===== src/rtl/apb_pkg.sv =====
// -----------------------------------------------------------------------------
// apb_pkg
//   Shared definitions for the APB initiator bridge and its neighbours.
//   - apb_state_e  : bridge FSM states (IDLE -> SETUP -> ACCESS)
//   - ADDR_W_DEF / DATA_W_DEF : default bus widths
//   - PERIPH_BASE / PERIPH_LIMIT : peripheral window, shared with the
//     downstream address decoder (the bridge itself does not qualify addresses)
// -----------------------------------------------------------------------------
package apb_pkg;

  localparam int unsigned ADDR_W_DEF = 32;
  localparam int unsigned DATA_W_DEF = 32;

  localparam logic [31:0] PERIPH_BASE  = 32'h0000_0200;
  localparam logic [31:0] PERIPH_LIMIT = 32'h0000_11FF;

  typedef enum logic [1:0] {
    IDLE   = 2'd0,
    SETUP  = 2'd1,
    ACCESS = 2'd2
  } apb_state_e;

  // Decoder-side helper: true when a byte address falls in the peripheral window.
  function automatic logic in_periph_window(input logic [31:0] addr);
    return (addr >= PERIPH_BASE) && (addr <= PERIPH_LIMIT);
  endfunction

endpackage


===== src/rtl/apb_wait_timer.sv =====
// -----------------------------------------------------------------------------
// apb_wait_timer
//   Wait-state counter for the APB ACCESS phase. Cleared at SETUP, advanced on
//   every ACCESS cycle where the slave stalls, saturates at TIMEOUT.
// Ports:
//   clk      in  : clock
//   rst_n    in  : synchronous active-low reset
//   clear    in  : zero the counter (has priority over enable)
//   enable   in  : count one wait state
//   expired  out : counter has reached TIMEOUT
// -----------------------------------------------------------------------------
module apb_wait_timer #(
  parameter int unsigned TIMEOUT = 16
) (
  input  logic clk,
  input  logic rst_n,
  input  logic clear,
  input  logic enable,
  output logic expired
);

  localparam int unsigned       CNT_W = $clog2(TIMEOUT + 1);
  localparam logic [CNT_W-1:0]  LIMIT = CNT_W'(TIMEOUT);

  logic [CNT_W-1:0] count_q;
  logic [CNT_W-1:0] count_d;

  assign expired = (count_q == LIMIT);

  always_comb begin
    // NOTE: default first so every path assigns count_d; no latch is inferred.
    count_d = count_q;
    if (clear) begin
      count_d = '0;
    end else if (enable && !expired) begin
      // Saturating: once at LIMIT the count holds rather than wrapping.
      count_d = count_q + 1'b1;
    end
  end

  // NOTE: reset is sampled on the clock edge (synchronous), and state updates
  // use non-blocking assignments so all flops see pre-edge values.
  always_ff @(posedge clk) begin
    if (!rst_n) begin
      count_q <= '0;
    end else begin
      count_q <= count_d;
    end
  end

endmodule


===== src/rtl/apb_master_bridge.sv =====
// -----------------------------------------------------------------------------
// apb_master_bridge
//   Converts single-beat load/store requests from the core's data port into
//   APB3 transfers (IDLE -> SETUP -> ACCESS) and returns a one-cycle response.
//   A wait-state timeout forces an error completion if the slave never answers.
// Ports:
//   PCLK, PRESETn          : clock, synchronous active-low reset
//   cpu_req/we/addr/wdata  : core request (held by the core until cpu_ready)
//   cpu_ready              : bridge is IDLE and can accept this cycle
//   cpu_rvalid             : one-cycle completion pulse
//   cpu_rdata / cpu_err    : response, valid with cpu_rvalid
//   PSEL/PENABLE/PWRITE    : APB control toward decoder and slaves
//   PADDR / PWDATA         : APB address and write data (held from accept)
//   PRDATA/PREADY/PSLVERR  : APB slave response
// -----------------------------------------------------------------------------
module apb_master_bridge
  import apb_pkg::*;
#(
  parameter int unsigned DATA_W  = DATA_W_DEF,
  parameter int unsigned ADDR_W  = ADDR_W_DEF,
  parameter int unsigned TIMEOUT = 16
) (
  input  logic              PCLK,
  input  logic              PRESETn,
  input  logic              cpu_req,
  input  logic              cpu_we,
  input  logic [ADDR_W-1:0] cpu_addr,
  input  logic [DATA_W-1:0] cpu_wdata,
  output logic              cpu_ready,
  output logic              cpu_rvalid,
  output logic [DATA_W-1:0] cpu_rdata,
  output logic              cpu_err,
  output logic              PSEL,
  output logic              PENABLE,
  output logic              PWRITE,
  output logic [ADDR_W-1:0] PADDR,
  output logic [DATA_W-1:0] PWDATA,
  input  logic [DATA_W-1:0] PRDATA,
  input  logic              PREADY,
  input  logic              PSLVERR
);

  apb_state_e        state_q,  state_d;
  logic [ADDR_W-1:0] paddr_q,  paddr_d;
  logic              pwrite_q, pwrite_d;
  logic [DATA_W-1:0] pwdata_q, pwdata_d;
  logic              rvalid_q, rvalid_d;
  logic [DATA_W-1:0] rdata_q,  rdata_d;
  logic              err_q,    err_d;

  logic timer_clear;
  logic timer_en;
  logic timer_expired;

  apb_wait_timer #(
    .TIMEOUT (TIMEOUT)
  ) u_wait_timer (
    .clk     (PCLK),
    .rst_n   (PRESETn),
    .clear   (timer_clear),
    .enable  (timer_en),
    .expired (timer_expired)
  );

  always_comb begin
    state_d     = state_q;
    paddr_d     = paddr_q;
    pwrite_d    = pwrite_q;
    pwdata_d    = pwdata_q;
    rvalid_d    = 1'b0;
    rdata_d     = rdata_q;
    err_d       = err_q;
    timer_clear = 1'b0;
    timer_en    = 1'b0;

    unique case (state_q)
      IDLE: begin
        if (cpu_req) begin
          paddr_d  = cpu_addr;
          pwrite_d = cpu_we;
          // Reads drive zero on PWDATA so stale write data never leaks out.
          pwdata_d = cpu_we ? cpu_wdata : '0;
          state_d  = SETUP;
        end
      end

      SETUP: begin
        timer_clear = 1'b1;
        state_d     = ACCESS;
      end

      ACCESS: begin
        // A ready slave wins even on the cycle the timer expires.
        if (PREADY) begin
          rvalid_d = 1'b1;
          rdata_d  = pwrite_q ? '0 : PRDATA;
          err_d    = PSLVERR;
          state_d  = IDLE;
        end else if (timer_expired) begin
          rvalid_d = 1'b1;
          rdata_d  = '0;
          err_d    = 1'b1;
          state_d  = IDLE;
        end else begin
          timer_en = 1'b1;
        end
      end

      default: begin
        state_d = IDLE;
      end
    endcase
  end

  always_ff @(posedge PCLK) begin
    if (!PRESETn) begin
      state_q  <= IDLE;
      paddr_q  <= '0;
      pwrite_q <= 1'b0;
      pwdata_q <= '0;
      rvalid_q <= 1'b0;
      rdata_q  <= '0;
      err_q    <= 1'b0;
    end else begin
      state_q  <= state_d;
      paddr_q  <= paddr_d;
      pwrite_q <= pwrite_d;
      pwdata_q <= pwdata_d;
      rvalid_q <= rvalid_d;
      rdata_q  <= rdata_d;
      err_q    <= err_d;
    end
  end

  // Ready is withheld while reset is asserted so all outputs read zero then.
  assign cpu_ready  = (state_q == IDLE) && PRESETn;
  assign cpu_rvalid = rvalid_q;
  assign cpu_rdata  = rdata_q;
  assign cpu_err    = err_q;

  assign PSEL    = (state_q == SETUP) || (state_q == ACCESS);
  assign PENABLE = (state_q == ACCESS);
  assign PWRITE  = pwrite_q;
  assign PADDR   = paddr_q;
  assign PWDATA  = pwdata_q;

endmodule


===== config.mk =====
export PLATFORM = sky130hd
export DESIGN_NAME = apb_master_bridge
export DESIGN_NICKNAME = d
export VERILOG_FILES = /design/src/rtl/apb_pkg.sv /design/src/rtl/apb_wait_timer.sv /design/src/rtl/apb_master_bridge.sv
export SDC_FILE = /design/constraint.sdc
export NUM_CORES = 1
export LEC_CHECK = 0
export CORE_MARGIN = 10
export CORE_UTILIZATION = 36
export CTS_BUF_LIST = sky130_fd_sc_hd__clkbuf_4 sky130_fd_sc_hd__clkbuf_8 sky130_fd_sc_hd__clkbuf_16
export DETAILED_ROUTE_END_ITERATION = 16
export PLACE_DENSITY = 0.76
export SYNTH_ARGS = -nofsm -noshare
export SYNTH_HDL_FRONTEND = slang
export SYNTH_SLANG_ARGS = --single-unit

===== constraint.sdc =====
create_clock -name PCLK -period 1.35 [get_ports PCLK]
set_input_delay 0.27 -clock PCLK [delete_from_list [all_inputs] [get_ports PCLK]]
set_output_delay 0.27 -clock PCLK [all_outputs]
set_load 0.02 [all_outputs]

==> results of run 1 <==
==> cell families after synthesis <==
family	synth area share, %
simple gates	22.4
compound gates	9.67
flops	52.0
mux	8.59
fa+ha+maj	2.15
buf+inv	5.12
==> worst paths after layout <==
| kind | slack (ns) | to | startpoint | cells after the start |
|---|---|---|---|---|
| worst min register to register | 0.46 | PADDR[16] | PADDR[16] | 2 |
| worst max register to register | -0.18 | cpu_rdata[4] | u_wait_timer.count_q[0] | 7 |
| worst min-delay path | 0.46 | PADDR[16] | PADDR[16] | 2 |
| worst max-delay path | -0.18 | cpu_rdata[4] | u_wait_timer.count_q[0] | 7 |
==> cells in the mapped netlist (all sizes together) <==
cell	n	area, sq um
or4	1	7.51
nand4	2	12.5
ha	7	87.6
nand3	34	170
clkbuf	14	52.6
nor2	1	3.75
nand2	170	638
nor2b	3	18.8
dfxtp	106	2120
and4bb	1	12.5
o21ai	4	23.8
and3b	1	8.76
buf	23	130
a21oi	71	355
nand4bb	1	11.3
o31ai	1	7.51
mux2i	35	350
nand2b	3	18.8
inv	7	26.3
and2	2	12.5
a21o	1	7.51
==> state kept, by name, indices dropped and copies added (netlist names) <==
| signal | count |
|---|---|
| cpu_err | 1 |
| cpu_rdata | 32 |
| PADDR | 32 |
| state_q | 2 |
| PWRITE | 1 |
| PWDATA | 32 |
| u_wait_timer.count_q | 5 |
| cpu_rvalid | 1 |
==> power groups by stage <==
stage          Combinational (mW)  Clock, mW  Sequential (mW)
4_1_cts                      5.66       2.72             3.63
3_5_place_dp                 3.29          0             3.71
2_1_floorplan                1.30          0             4.08
5_1_grt                      6.53       2.88             3.71
6_report                     6.25       2.73             3.68
3_3_place_gp                 3.23          0             3.68
==> layout by cell type (no fill, tap or decap), types with 4 or more instances in the layout <==
cell type          n
clkdlybuf4s15_1   23
buf_16            15
inv_2              5
dlygate4sd2_1     67
clkdlybuf4s50_1  101
a21oi_2           68
nand2_2           16
clkbuf_16         11
dfxtp_2            4
nand2_1          115
nand3_4           18
ha_1               4
buf_12            17
nand3_2           16
dfxtp_1          102
nand2_4           38
clkbuf_2           8
buf_4             18
mux2i_1           34
buf_6             14
==> layout make-up <==
class                   count  share of cell area, %
clock buffers               9                   2.69
clock inverters             7                  0.925
inverters                   7                  0.313
multi-input cells         338                   32.6
flip-flops and latches    106                   25.4
well taps                 140                   2.09
repair buffers            269                   36.0
==> worst min-delay path, delay by kind of cell, from the launching register on <==
kind | cells | cell delay (ns)
compound gates | 1 | 0.04
flops | 1 | 0.32
simple gates | 1 | 0.06
==> timing repair <==
item                       CTS  global route
setup buffers               21             4
setup endpoints to repair  206           133
gates cloned                18             2
resized for setup          257           170
pin swaps                   71            43
==> per-stage QoR <==
stage	cells	setup slack (ns)
5_1_grt	876	-0.262
2_1_floorplan	488	-0.0585
4_1_cts	877	-0.208
3_5_place_dp	824	-0.378
6_report	876	-0.180
3_3_place_gp	824	-0.399
==> layer usage <==
metal	up-vias	share of wire, %
met4	0	3.6
li1	2111	-
met5	-	0
met2	171	53
met1	2181	37
met3	44	7.1
==> impl_metrics.json, run 1 <==
{
  "drtAntennaViolNets": 0,
  "final_core_util_pct": 76.3,
  "grt_max_degree": 37,
  "ys_seq_area_share_pct": 52.0,
  "stdcell_area_sq_um": 8380,
  "critical_path.max_fanout": 7,
  "first_pass_iters": 4,
  "grt_use_total_pct": 20.5,
  "layout-drive-gt1-share_pct": 37.0,
  "power_frac_comb_pct": 49.4,
  "cts_num_sinks": 106,
  "end_kind": "register",
  "tightestPinTransition_ns": 0.317,
  "hold_viol": 0,
  "top_level_ports": 204,
  "io_buffers": 203,
  "die_y_um": 126,
  "diodes": 0,
  "max-slew-margin-rel_pct": 78.8,
  "crit_chain": "inv_2 > ha_4 > and4bb_2 > o21ai_4 > buf_6 > buf_16 > mux2i_1",
  "die_area_sq_um": 16000,
  "cpMaxStageDelayCell": "dfxtp_2",
  "p_clk_share_pct": 21.6,
  "via_count": 4507,
  "ir_drop_uv": 1100,
  "setup_viol": 108,
  "detail_route.wl_per_cell_um": 21.4,
  "clk_pin_slew_worst_paths_ns": 0.07,
  "p_int_mw": 8.12,
  "grt_pass1_vias": 4772,
  "n_fill_cell": 723,
  "yosys_warnings": 0,
  "hold_slack_ns": 0.456,
  "ys_types": 26,
  "overflow": 0,
  "die_w_um": 126,
  "h-tree-depth": 3,
  "rsz0062_at_grt": "true",
  "drc": 0,
  "hold_buffers": 0,
  "coreArea_sq_um": 11000,
  "syn2layout_area_growth_pct": 106,
  "min_path_type": "reg2reg",
  "avgSynthCellArea_sq_um": 8.36,
  "setup_slack_ns": -0.180,
  "cts_root_buf": "clkbuf_16",
  "numCtsBuffers": 9,
  "power_leakage_nw": 3.67,
  "report.final.slew_viol_count": 0,
  "power_density_nw_per_um2": 1510,
  "dp_hpwl_um": 10500,
  "period_minus_slack_ns": 1.53,
  "crit_path_start_kind": "register",
  "use_met3_pct": 7.66,
  "syn-num-nets": 597,
  "start_util_pct": 37.1,
  "violations": "negative setup slack",
  "grt_pass1_wl_um": 26400,
  "crit_type": "reg2reg",
  "cp.required_ns": 1.62,
  "via_per_inst": 5.14,
  "seqCellArea_sq_um": 2130,
  "synth_area_sq_um": 4080,
  "multiInputGateArea_sq_um": 2730,
  "routed_wl_um": 18700,
  "gp_congestion": 0.771,
  "path_buf_inv": 3,
  "cts_tree": "built",
  "dr.first_iter.drc_count": 154,
  "met1_usage_pct": 21.2,
  "grtUsageMet2_pct": 37.0,
  "cp_top_family": "buffers and inverters",
  "rows": 38,
  "fmax_mhz": 653,
  "switching_share_pct": 35.8,
  "period_share_pct": 113,
  "ys_ff_latch": 106,
  "antenna_found_initial": 0,
  "totalPowerFinal_mw": 12.7,
  "synth_cells": 488,
  "status": "finished, violations left",
  "crit_arrival_ns": 1.80,
  "place_area_sq_um": 6470,
  "seq_power_share_pct": 29.1,
  "busiest_layer": "met2",
  "clk_path_buf_depth": 2,
  "drv_cap": 0,
  "fin_nets": 840,
  "fin_skew_ns": 0.0116,
  "max_stage_delay_ns": 0.34,
  "netSwitchingPower_mw": 4.53,
  "setup_tns_ns": -11.15,
  "clock_latency_ns": 0.35
}
Note: power is estimated with default switching activity, not from simulation.
==> run 2: changes to the inputs <==
--- a/config.mk
+++ b/config.mk
@@ -5,10 +5,12 @@
 export SDC_FILE = /design/constraint.sdc
 export NUM_CORES = 1
 export LEC_CHECK = 0
+export ABC_AREA = 1
 export CORE_MARGIN = 10
 export CORE_UTILIZATION = 36
 export CTS_BUF_LIST = sky130_fd_sc_hd__clkbuf_4 sky130_fd_sc_hd__clkbuf_8 sky130_fd_sc_hd__clkbuf_16
 export DETAILED_ROUTE_END_ITERATION = 16
+export GPL_ROUTABILITY_DRIVEN = 1
 export PLACE_DENSITY = 0.76
 export SYNTH_ARGS = -nofsm -noshare
 export SYNTH_HDL_FRONTEND = slang
==> run 2 against run 1 <==
The flow still finishes with violations (negative setup slack). Count of clock-buffer cells in the layout up 1. Global-route usage down 2.1 points. Utilization down 1.5 points. Total power down 7.6%. Cell count up 2.6%. Clock skew down 0.0021 ns. Sequential cell count unchanged. Critical path type is now reg2out. Critical endpoint is now cpu_ready. Highest routed layer unchanged.
==> impl_metrics.json, run 2 <==
{
  "worstHoldStart": "PRESETn",
  "async_reset_ff_share_pct": 0,
  "via_per_inst": 5.04,
  "top_level_ports": 204,
  "fin_skew_ns": 0.00951,
  "drtAntennaViolNets": 0,
  "grt_pass1_vias": 4541,
  "power_density_nw_per_um2": 1430,
  "rsz0062_at_grt": "true",
  "start_util_pct": 37.0,
  "antenna_found_initial": 1,
  "cts_num_sinks": 106,
  "setup_viol": 70,
  "hold_buffers": 0,
  "crit_type": "reg2out",
  "min_to": "state_q[0]",
  "period_minus_slack_ns": 1.49,
  "dp_hpwl_um": 10700,
  "setup_slack_ns": -0.138,
  "status": "finished, violations left",
  "crit_arrival_ns": 1.22,
  "gp_congestion": 0.824,
  "max_stage_delay_ns": 0.34,
  "totalPowerFinal_mw": 11.7,
  "synth_top_area_cell": "dfxtp_1",
  "ys_ff_latch": 106,
  "first_pass_iters": 4,
  "hold_viol": 0,
  "clock_latency_ns": 0.35,
  "place_area_sq_um": 6390,
  "synth_cells": 510,
  "dp_cells": 850,
  "crit_path_start_kind": "register",
  "final_cell_mix": "102 x dfxtp_1, 100 x clkdlybuf4s50_1, 68 x nand2_1, 56 x dlygate4sd2_1, 47 x nor2_1",
  "h-tree-depth": 3,
  "power_frac_comb_pct": 40.2,
  "die_area_sq_um": 15900,
  "synth-edff-count": 0,
  "seqCellArea_sq_um": 2130,
  "ys_seq_area_share_pct": 52.4,
  "report.final.slew_viol_count": 0,
  "overflow": 0,
  "synthFlopType": "dfxtp_1",
  "syn-num-nets": 619,
  "syn2layout_area_growth_pct": 102,
  "seq_power_share_pct": 32.2,
  "period_share_pct": 110,
  "synth_common_cells": "112 x nand2_1, 106 x dfxtp_1, 78 x nor2_1",
  "grt_use_total_pct": 18.4,
  "synth_area_leaders": "dfxtp_1 52%, nand2_1 10%, nor2_1 7.2%",
  "max-slew-margin-rel_pct": 60.8,
  "rows": 38,
  "min_path_type": "in2reg",
  "cp.required_ns": 1.08,
  "tightestPinTransition_ns": 0.588,
  "fmax_mhz": 672,
  "synth_fa_ha_area_share_pct": 2.16,
  "path_buf_inv": 4,
  "die_y_um": 126,
  "avgSynthCellArea_sq_um": 7.94,
  "drv_cap": 0,
  "fin_nets": 862,
  "detail_route.wl_per_cell_um": 19.3,
  "muxShareOfSynthArea_pct": 0,
  "grt_max_degree": 34,
  "drc": 0,
  "multiInputGateArea_sq_um": 2530,
  "n_fill_cell": 742,
  "synth_compound_gate_area_share_pct": 9.24,
  "cts_root_buf": "clkbuf_16",
  "cts_tree": "built",
  "post-synth-top-area-fraction_pct": 52.4,
  "ys_types": 19,
  "switching_share_pct": 33.2,
  "rr_endpoint": "cpu_rdata[13]",
  "clk_path_buf_depth": 2,
  "coreArea_sq_um": 10900,
  "cp_top_family": "flip-flops",
  "synthSimpleGateAreaFrac_pct": 28.8,
  "clk_pin_slew_worst_paths_ns": 0.07,
  "die_w_um": 126,
  "end_kind": "primary output",
  "synth_area_sq_um": 4050,
  "power_leakage_nw": 3.65,
  "routed_wl_um": 17300,
  "layout-drive-gt1-share_pct": 38.7,
  "synth_xor_area_share_pct": 0,
  "synth_top_family_by_area": "simple AND/OR/NAND/NOR gates",
  "r2r_cells": 10,
  "numCtsBuffers": 9,
  "violations": "negative setup slack",
  "post-place-ws_ns": -0.232,
  "yosys_warnings": 0,
  "crit_chain": "inv_2 > ha_4 > buf_6 > nand2_4 > inv_2 > buf_6",
  "cpMaxStageDelayCell": "dfxtp_2",
  "via_count": 4527,
  "hold_depth": 3,
  "stdcell_area_sq_um": 8190,
  "netSwitchingPower_mw": 3.88,
  "r2r_slack_ns": -0.11,
  "p_int_mw": 7.81,
  "grt_pass1_wl_um": 23900,
  "r2r_start": "state_q[0]",
  "ir_drop_uv": 826,
  "io_buffers": 203,
  "critical_path.max_fanout": 3,
  "final_core_util_pct": 74.9,
  "dr.first_iter.drc_count": 279,
  "final-instance-count-excl-fill": 899,
  "p_clk_share_pct": 27.6,
  "post-synth-top-count-cell": "nand2_1",
  "final_common_cell": "dfxtp_1"
}
-- run 2: cell type report --
| class | instances | area share (%) |
|---|---|---|
| clock inverter | 6 | 1.67 |
| sequential | 106 | 26.0 |
| timing repair buffer | 268 | 35.3 |
| multi-input combinational | 347 | 30.9 |
| inverter | 21 | 1.15 |
| antenna | 1 | 0.0306 |
| clock buffer | 10 | 2.84 |
| tap | 140 | 2.14 |
-- run 2: what timing repair did --
action	in CTS	in global routing
endpoints found under the setup margin	206	127
gates resized for setup	224	266
setup buffers	16	3
hold endpoints to repair	0	0
cloned	8	10
pin swaps	42	58
-- run 2: metrics by stage --
stage          hold slack (ns)  setup TNS [ns]
2_1_floorplan            0.413          -0.299
5_1_grt                  0.282           -8.86
6_report                 0.269           -3.20
3_3_place_gp             0.449          -11.78
3_5_place_dp             0.456          -16.45
4_1_cts                  0.259           -4.25
-- run 2: metal layers --
metal / part of all wire [%] / vias to the layer above / GRT usage [%] / wire, um
li1: - / 2170 / - / -
met1: 37 / 2127 / 19.4 / 6330
met5: 0 / - / 0 / 0
met4: 3.4 / 0 / 9.11 / 592
met2: 53 / 187 / 32.7 / 9130
met3: 7.4 / 43 / 5.37 / 1280
-- run 2: worst reg2reg max path, cell delays in order (launching register included) --
cell     delay (ns)
dfxtp_2        0.34
inv_2          0.06
buf_6          0.11
ha_4           0.16
buf_6          0.13
buf_6          0.12
nand2_8        0.08
buf_12         0.12
buf_12         0.13
nand3_2        0.08
nand2_1        0.09
-- run 2: power groups by stage --
stage / Sequential [mW] / Clock [mW] / Combinational, mW
final: 3.77 / 3.23 / 4.70
after global routing: 3.81 / 3.38 / 4.98
after CTS: 3.69 / 3.24 / 3.84
after detailed placement: 3.75 / 0 / 3.22
after global placement: 3.74 / 0 / 3.13
after floorplan: 4.17 / 0 / 1.18
-- run 2: worst max path at each step --
stage	start	end	slack, ns	depth (start not counted)
6_report	state_q[0]	cpu_ready	-0.14	6
5_1_grt	state_q[0]	u_wait_timer.count_q[4]	-0.20	11
4_1_cts	state_q[0]	cpu_ready	-0.14	6
3_5_place_dp	cpu_req	PWDATA[10]	-0.23	6
3_3_place_gp	state_q[0]	PSEL	-0.20	3
2_1_floorplan	state_q[0]	PWDATA[21]	-0.01	7
-- run 2: cells by family (layout without fill, tap and decap cells) --
kind of cell	count (synthesis)	count (layout)
AND/OR/NAND/NOR	266	266
flip-flops	106	106
AO/OA/AOI/OAI	74	74
buffers and inverters	57	305
adder cells (fa/ha/maj)	7	7
other	0	1
